## config.mk

```make
export PLATFORM = sky130hd
export DESIGN_NAME = vga_fetch
export DESIGN_NICKNAME = d
export VERILOG_FILES = /design/src/rtl/vga_fetch.sv
export SDC_FILE = /design/constraint.sdc
export NUM_CORES = 2
export LEC_CHECK = 0
export ABC_AREA = 1
export BUFFER_PORTS_ARGS = -buffer_cell sky130_fd_sc_hd__buf_2
export CORE_MARGIN = 3
export CORE_UTILIZATION = 51
export DETAILED_ROUTE_END_ITERATION = 7
export PLACE_DENSITY = 0.67
export SYNTH_ARGS = -nofsm -noshare
export SYNTH_HDL_FRONTEND = slang
export SYNTH_SLANG_ARGS = --single-unit
```

## constraint.sdc

```tcl
create_clock -name clk -period 5.4 [get_ports clk]
set_clock_uncertainty 0.2 [all_clocks]
set_input_delay 0.54 -clock clk [delete_from_list [all_inputs] [get_ports clk]]
set_output_delay 0.54 -clock clk [all_outputs]
set_load 0.01 [all_outputs]
```

## src/rtl/vga_fetch.sv

```systemverilog
// vga_fetch: 640x480@60 VGA timing plus RGB332 framebuffer fetch over a credit-limited word FIFO.
// Define VGA_FETCH_TEST_PATTERN_EN to replace the fetcher with an h^v pattern; V_* shrink the frame.
module vga_fetch #(
   parameter logic [1:0] ID      = 2'd3,
   parameter int         FIFO_LG = 6,
   parameter int         V_ACT   = 480,
   parameter int         V_SS    = 490,
   parameter int         V_SE    = 492,
   parameter int         V_TOT   = 525
) (
   input  logic        clk,
   input  logic        reset_n,
   input  logic        enable,
   input  logic [29:0] fb_base,
   input  logic        mem_waitrequest,
   output logic [1:0]  mem_id,
   output logic [29:0] mem_address,
   output logic        mem_read,
   input  logic [31:0] mem_readdata,
   input  logic [1:0]  mem_readdataid,
   output logic [7:0]  vga_r,
   output logic [7:0]  vga_g,
   output logic [7:0]  vga_b,
   output logic        vga_hs,
   output logic        vga_vs,
   output logic        vga_blank_n,
   output logic        underflow
);
   localparam logic [9:0] LV_ACT = 10'(V_ACT);
   localparam logic [9:0] LV_SS  = 10'(V_SS);
   localparam logic [9:0] LV_SE  = 10'(V_SE);
   localparam logic [9:0] LV_END = 10'(V_TOT - 1);

   logic [9:0] r_h, r_v;
   logic       w_act, w_blk;
   logic [7:0] w_p;

   assign mem_id = ID;
   assign w_act  = (r_h < 10'd640) && (r_v < LV_ACT);

   always_ff @(posedge clk)
      if (!reset_n) begin
         r_h <= '0;
         r_v <= '0;
      end else begin
         r_h <= (r_h == 10'd799) ? 10'd0 : r_h + 10'd1;
         if (r_h == 10'd799) r_v <= (r_v == LV_END) ? 10'd0 : r_v + 10'd1;
      end

`ifdef VGA_FETCH_TEST_PATTERN_EN
   logic w_unused;
   assign w_unused    = ^{enable, fb_base, mem_waitrequest, mem_readdata, mem_readdataid};
   assign mem_read    = 1'b0;
   assign mem_address = '0;
   assign underflow   = 1'b0;
   assign w_p         = r_h[7:0] ^ r_v[7:0];
   assign w_blk       = 1'b0;
`else
   localparam logic [16:0] LNW = 17'(V_ACT * 160);

   logic               r_en, r_pend, r_uf, r_blk;
   logic [29:0]        r_addr;
   logic [16:0]        r_iss;
   logic [FIFO_LG:0]   r_out, r_cnt;
   logic [FIFO_LG-1:0] r_wp, r_rp;
   logic [31:0]        r_mem [2**FIFO_LG];
   logic [31:0]        r_word;
   logic [31:0]        w_head, w_src;
   logic               w_trig, w_credit, w_acc, w_ret, w_go, w_ph0, w_pop;

   assign w_trig      = (r_h == 10'd0) && (r_v == LV_SS);
   assign w_credit    = ({1'b0, r_cnt} + {1'b0, r_out}) < {2'b01, {FIFO_LG{1'b0}}};
   assign mem_read    = r_en && (r_iss < LNW) && w_credit;
   assign mem_address = r_addr;
   assign underflow   = r_uf;
   assign w_acc       = mem_read && !mem_waitrequest;
   // returns with nothing outstanding (stale after reset) are dropped
   assign w_ret       = (mem_readdataid == ID) && (r_out != '0);
   assign w_go        = (w_trig || r_pend) && (r_out == '0) && !w_acc;
   assign w_ph0       = w_act && (r_h[1:0] == 2'd0);
   assign w_pop       = w_ph0 && r_en && (r_cnt != '0);
   assign w_head      = r_mem[r_rp];
   assign w_src       = (r_h[1:0] == 2'd0) ? w_head : r_word;
   assign w_p         = w_src[{~r_h[1:0], 3'b000} +: 8];
   assign w_blk       = (r_h[1:0] == 2'd0) ? !w_pop : r_blk;

   always_ff @(posedge clk)
      if (w_ret) r_mem[r_wp] <= mem_readdata;

   always_ff @(posedge clk)
      if (!reset_n) begin
         r_en   <= 1'b0;
         r_pend <= 1'b0;
         r_uf   <= 1'b0;
         r_blk  <= 1'b1;
         r_addr <= '0;
         r_iss  <= '0;
         r_out  <= '0;
         r_cnt  <= '0;
         r_wp   <= '0;
         r_rp   <= '0;
         r_word <= '0;
      end else begin
         r_pend <= (w_trig || r_pend) && !w_go;
         r_out  <= r_out + {{FIFO_LG{1'b0}}, w_acc} - {{FIFO_LG{1'b0}}, w_ret};
         if (w_ph0 && r_en && (r_cnt == '0)) r_uf <= 1'b1;
         if (w_ph0) r_blk <= !w_pop;
         if (w_pop) r_word <= w_head;
         if (w_go) begin
            r_en   <= enable;
            r_addr <= fb_base;
            r_iss  <= '0;
            r_cnt  <= '0;
            r_wp   <= '0;
            r_rp   <= '0;
         end else begin
            if (w_acc) r_addr <= r_addr + 30'd1;
            if (w_acc) r_iss <= r_iss + 17'd1;
            if (w_ret) r_wp <= r_wp + 1'b1;
            if (w_pop) r_rp <= r_rp + 1'b1;
            r_cnt <= r_cnt + {{FIFO_LG{1'b0}}, w_ret} - {{FIFO_LG{1'b0}}, w_pop};
         end
      end
`endif

   always_ff @(posedge clk)
      if (!reset_n) begin
         vga_r       <= '0;
         vga_g       <= '0;
         vga_b       <= '0;
         vga_hs      <= 1'b1;
         vga_vs      <= 1'b1;
         vga_blank_n <= 1'b0;
      end else begin
         vga_r       <= (w_act && !w_blk) ? {w_p[7:5], w_p[7:5], w_p[7:6]} : 8'd0;
         vga_g       <= (w_act && !w_blk) ? {w_p[4:2], w_p[4:2], w_p[4:3]} : 8'd0;
         vga_b       <= (w_act && !w_blk) ? {4{w_p[1:0]}} : 8'd0;
         vga_hs      <= !((r_h >= 10'd656) && (r_h <= 10'd751));
         vga_vs      <= !((r_v >= LV_SS) && (r_v < LV_SE));
         vga_blank_n <= w_act;
      end
endmodule

```

* Yosys cells after proc, flatten, opt, wreduce, memory -nomap -nowiden
Memories as Yosys holds them, arrays and structs flattened. A register that Yosys moved wholly into a read port is not among the register bits.
Index checks and enable logic that the tools add are counted.
** Storage, ports and cells
- Input port bits :: 68
- Memories kept :: 1
- Bits in writable memories :: 2048
- Output and inout port bits :: 61
- Flip-flop bits (word level) :: 156
- Word-level logic and storage cells :: 89
** Operators by class
- Shifts and indexed selects :: 1
- Bitwise operators :: 2
- Reduce and logical (&&, ||, !) cells :: 34
- Add/sub/neg operators :: 11
- Equal/unequal tests :: 4
- Multiplexer cells :: 9
- $lt $le $gt $ge :: 8
** Memories
- r_mem :: words 64, bits a word 32, rd ports 1, clocked after Yosys merged registers in 1, wr ports 1, line 66 : logic [31:0] r_mem [2**FIFO_LG];
** Operator list (count)
- two-way mux 30 bit :: 2
- two-way mux 32 bit :: 1
- variable part select 32 x 6 -> 8 bit :: 1
- adder 30 x 1 -> 30 bit (second input constant) :: 1
- adder 10 x 1 -> 10 bit (second input constant) :: 2
- equality test 10 bit (second input constant) :: 2
- < comparator 10 x 9 -> 1 bit (second input constant) :: 2
- adder 17 x 1 -> 17 bit (second input constant) :: 1
- < comparator 17 bit (second input constant) :: 1
- logical AND 1 bit :: 16
- adder 7 x 1 -> 7 bit :: 2
- zero test 7 bit :: 2
- nonzero test 7 bit :: 2
- subtractor 7 x 1 -> 7 bit :: 2
- adder 6 x 1 -> 6 bit (second input constant) :: 2
- two-way mux 6 bit :: 2
- equality test 10 x 9 -> 1 bit (second input constant) :: 1
- greater-or-equal comparator 10 bit (second input constant) :: 1
- greater-or-equal comparator 10 x 9 -> 1 bit (second input constant) :: 1
- less-or-equal comparator 10 bit (second input constant) :: 1
- zero test 10 bit :: 1
- < comparator 10 bit (second input constant) :: 1
- two-way mux 10 bit :: 1
- adder 7 x 7 -> 8 bit :: 1
- 11 further kinds :: 20

* Longest topological paths before layout
- Depth after elaboration :: 10
- Depth in mapped cells :: 22
- Depth with buffers taken out :: 21

* Worst setup path after synthesis
OpenSTA, ideal clock, no wires.
- Path type :: register -> register
- Start :: register r_out[2]
- End :: memory r_mem[7][0], enable pin
- Setup slack :: 1.567 ns
- Arrival time :: 3.173 ns
- Clock period less this slack :: 3.833 ns
- Stages on the path, launching flop included :: 8
- Path through :: dfxtp_1 -> inv_1 -> ha_1 -> nand2_1 -> nor4_1 -> inv_1 -> nand3_1 -> nor3_1
** On the way
- Longest elaborated chain between the ends :: 4
** Ends and longest elaborated chain
- from (decl) :: line 64 : logic [FIFO_LG:0] r_out, r_cnt;
- from (signal assigned) :: line 105 : r_out <= r_out + {{FIFO_LG{1'b0}}, w_acc} - {{FIFO_LG{1'b0}}, w_ret};
- nonzero test 7 bit :: line 78 : assign w_ret = (mem_readdataid == ID) && (r_out != '0);
- logical AND 1 bit :: line 78
- two-way mux 1 bit :: line 88 : if (w_ret) r_mem[r_wp] <= mem_readdata;
- two-way mux 1 bit (not written as such) :: line 88
- to (decl) :: line 66
No other way between the ends.

* Final worst setup path
- Start :: register r_out[5]
- End :: register r_out[6]
** On the way
- Elaborated cells on any way between the ends :: 8
** RTL lines
- nonzero test 7 bit :: line 78
- logical AND 1 bit :: line 78
- named net w_ret :: line 69 : logic w_trig, w_credit, w_acc, w_ret, w_go, w_ph0, w_pop;
- subtractor 7 x 1 -> 7 bit :: line 105
The timed path passes the listed nets, and every way through them passes these cells.
A chain may end at the register's enable or synchronous reset.

==> impl_metrics.ini <==
[outcome]
outcome = completed

[floorplanning]
rows = 153
die_w_um = 426
core-area_um2 = 174000
dieArea_um2 = 181000
pin_count = 129
fp.dieH_um = 426
initial_utilization_pct = 51.5

[clocking]
clockBufferDepth = 3
clkTransAtPathRegs_ps = 60
holdBufCountCts = 34
cts_resized = 0
h-tree-depth = 4
cts_setup_buffers = 0
cts_buffers = 216
clock_latency_ps = 850
clockRootBuffer = clkbuf_16
cts.sinks = 2194
cts_tree = done

[setup_path]
worstSetupPathType = flip-flop to flip-flop
arrival_ps = 5270
r2r_end = r_out[6]
r2r_start = r_out[5]
cp-start-kind = flip-flop
worst-path-buf-inv = 8
worstPathRequired_ps = 5980
slowest_stage = dlygate4sd3_1
critical_path.cell_chain = inv_1 -> ha_1 -> nand2_1 -> nor4_1 -> inv_1 -> nand3_1 -> dlygate4sd3_1 -> buf_4 -> clkinv_1 -> ha_1 -> inv_1 -> ha_1 -> inv_1 -> fa_1 -> o31ai_1 -> inv_1 -> nor2_1 -> nor2_1 -> o21bai_1 -> o21ai_0 -> a21oi_1
path_delay_family = buffers and inverters
crit_top_cell = inv_1
cp-end-kind = flip-flop
slowest_delay_ps = 550
rr_worst_depth = 21
reg2reg_setup_slack_ps = 710
crit_fanout = 10

[hold_path]
holdCritPathClass = input pin to flip-flop
min_path_cells = 3
hold_end = r_blk
worstHoldStart = reset_n

[power]
intPower_mw = 27.4
seqPwrFrac_pct = 54.1
combinationalPowerShare_pct = 2.9
clockPowerShare_pct = 43.0
power.static_leakage_nw = 35.4
ir_drop_mv = 0.368
switching_share_pct = 21.0
p_sw_mw = 7.25
cellPowerDensity_nw_per_um2 = 344

[drt]
dr_wl_met2_mm = 116
vias = 61300
drtIter0Drc = 8423
dr.max_layer_used = met5
drt-vias-per-instance = 5.90
firstDrtPassIters = 6
avgRoutedWirePerCell_um = 23.9
ant_nets = 0
met1_length_mm = 100
drc = 0
wl_met3_mm = 23.5
wirelength_mm = 249

[timing]
maxSlewViolCount = 0
fin_tns_setup_ps = 0
rsz0062_at_grt = no
fmax_ghz = 0.213
hold_violations = 0
post-route-period-util_pct = 86.8
slew_headroom_pct = 19.0
worstMarginPinSlew_ps = 1210
hold_slack_ps = 163
period_minus_slack_ps = 4690
finalSetupViolCount = 0

[yosys]
synth_seq_cells = 2194
synth_flop_cell = edfxtp_1
synthCells = 7821
async_flop_share_pct = 0
synth_most_common_cell = nand2_1
synth_commonest_cells = nand2_1, edfxtp_1, nand3_1
synthDistinctLibCells = 44
yosysWarnings = 0
netlist.area_leader.share_pct = 68.5
post-synth-top-area-cell = edfxtp_1
synth-edff-count = 2048
synth_area_leaders = edfxtp_1, nand3_1, nand2_1
netlist_area_um2 = 89800
avgSynthCellArea_um2 = 11.5
seq_area_frac_synth_pct = 71.7

[layout]
area_growth_pct = 11.8
drive_gt1_share_pct = 8.75
num-fill-cells = 13800
nNetsFinal = 7971

[global_routing]
grt_pass1_vias = 58200
antenna_found_initial = 6
grt_max_degree = 209
grt_pass1_wl_mm = 368
globalRoute.totalOverflow = 0
grt_use_total_pct = 27.1

[placed_design]
dp_hpwl_mm = 129
gp_congestion = 0.888
port_buffers = 126

[run]
cap_violations = 0
power groups by stage:
stage	registers, mW	logic, mW	clock network [mW]
after floorplan	19.1	0.477	0
after global placement	19.1	0.981	0
after detailed placement	19.1	0.984	0
after CTS	18.7	1.01	15.0
after global routing	18.7	1.13	15.7
final	18.7	1.02	14.9
stage by stage:
step / instances / setup WS (ps) / total power, mW / instance area, um2 / utilization (%)
floorplan: 7822 / 1570 / 19.5 / 89800 / -
global placement: 9942 / 1120 / 20.0 / 93100 / 53.4
detailed placement: 9942 / 1230 / 20.1 / 93100 / 53.4
CTS: 10400 / 684 / 34.8 / 100000 / 57.6
global route: 10400 / 329 / 35.6 / 100000 / 57.6
finish: 10400 / 710 / 34.6 / 100000 / 57.6
sequential cells by signal (all words and copies together) (netlist names), named ones only:
| register | count |
|---|---|
| r_mem | 2048 |
| r_word | 32 |
| mem_address | 30 |
| r_iss | 17 |
| r_h | 10 |
| r_v | 10 |
| r_cnt | 7 |
| r_out | 7 |
| r_rp | 6 |
| r_wp | 6 |
| vga_g | 3 |
| vga_r | 3 |
| vga_b | 2 |
| r_blk | 1 |
| r_en | 1 |
| r_pend | 1 |
| underflow | 1 |
| vga_blank_n | 1 |
| vga_hs | 1 |
| vga_vs | 1 |
cells by family after synthesis:
logic type,after synthesis,share of synthesized area [%]
and+or+nand+nor,4699,22.7
DFF,2194,71.7
buffers and inverters,639,3.46
AOI/OAI and AO/OA,212,1.25
xor gates and xnor gates,42,0.409
adders and majority gates,34,0.490
other,1,0.00417
cell type report:
type	count	area (um2)	area share [%]
sequential	2194	64400	64.1
multi-input combinational	4989	22800	22.7
clock buffer	278	5760	5.74
antenna	1	2.50	0.00249
tap	2325	2910	2.90
clock inverter	129	1280	1.28
timing repair buffer	337	2740	2.73
inverter	131	528	0.526
worst register-to-register path, stage by stage, from the launching register on:
cell,delay [ps]
dfxtp_1,340
inv_1,90
ha_1,150
nand2_1,50
nor4_1,380
inv_1,120
nand3_1,90
dlygate4sd3_1,550
buf_4,190
clkinv_1,380
ha_1,420
inv_1,50
ha_1,150
inv_1,60
fa_1,430
o31ai_1,310
inv_1,90
nor2_1,120
nor2_1,60
o21bai_1,170
o21ai_0,90
a21oi_1,150
per-layer routing:
metal / global-route usage [%] / up-vias
met3: 4.03 / 490
met2: 43.3 / 3263
met1: 38.0 / 29800
met5: 0 / -
met4: 9.74 / 4
li1: - / 27700
cell usage in the layout (no fill, tap or decap), types with 102 or more instances in the layout:
master,Yosys,final
nand2_1,2373,2373
clkbuf_16,0,219
nand3_1,2006,2006
nor2_1,226,163
inv_1,122,119
dfxtp_1,146,140
o21ai_0,102,102
edfxtp_1,2048,2048
buf_4,84,142
buf_2,279,126
worst max path at each step:
stage	startpoint	end	slack, ps	cells past startpoint
6_report	r_out[5]	r_out[6]	710	21
5_1_grt	r_out[5]	r_out[6]	330	21
4_1_cts	r_out[5]	r_out[6]	680	21
3_5_place_dp	r_out[5]	r_out[6]	1230	20
3_3_place_gp	r_out[5]	r_out[6]	1120	20
2_1_floorplan	r_out[2]	r_mem[7][0]	1570	7
Power figures use the tool's default switching activity.
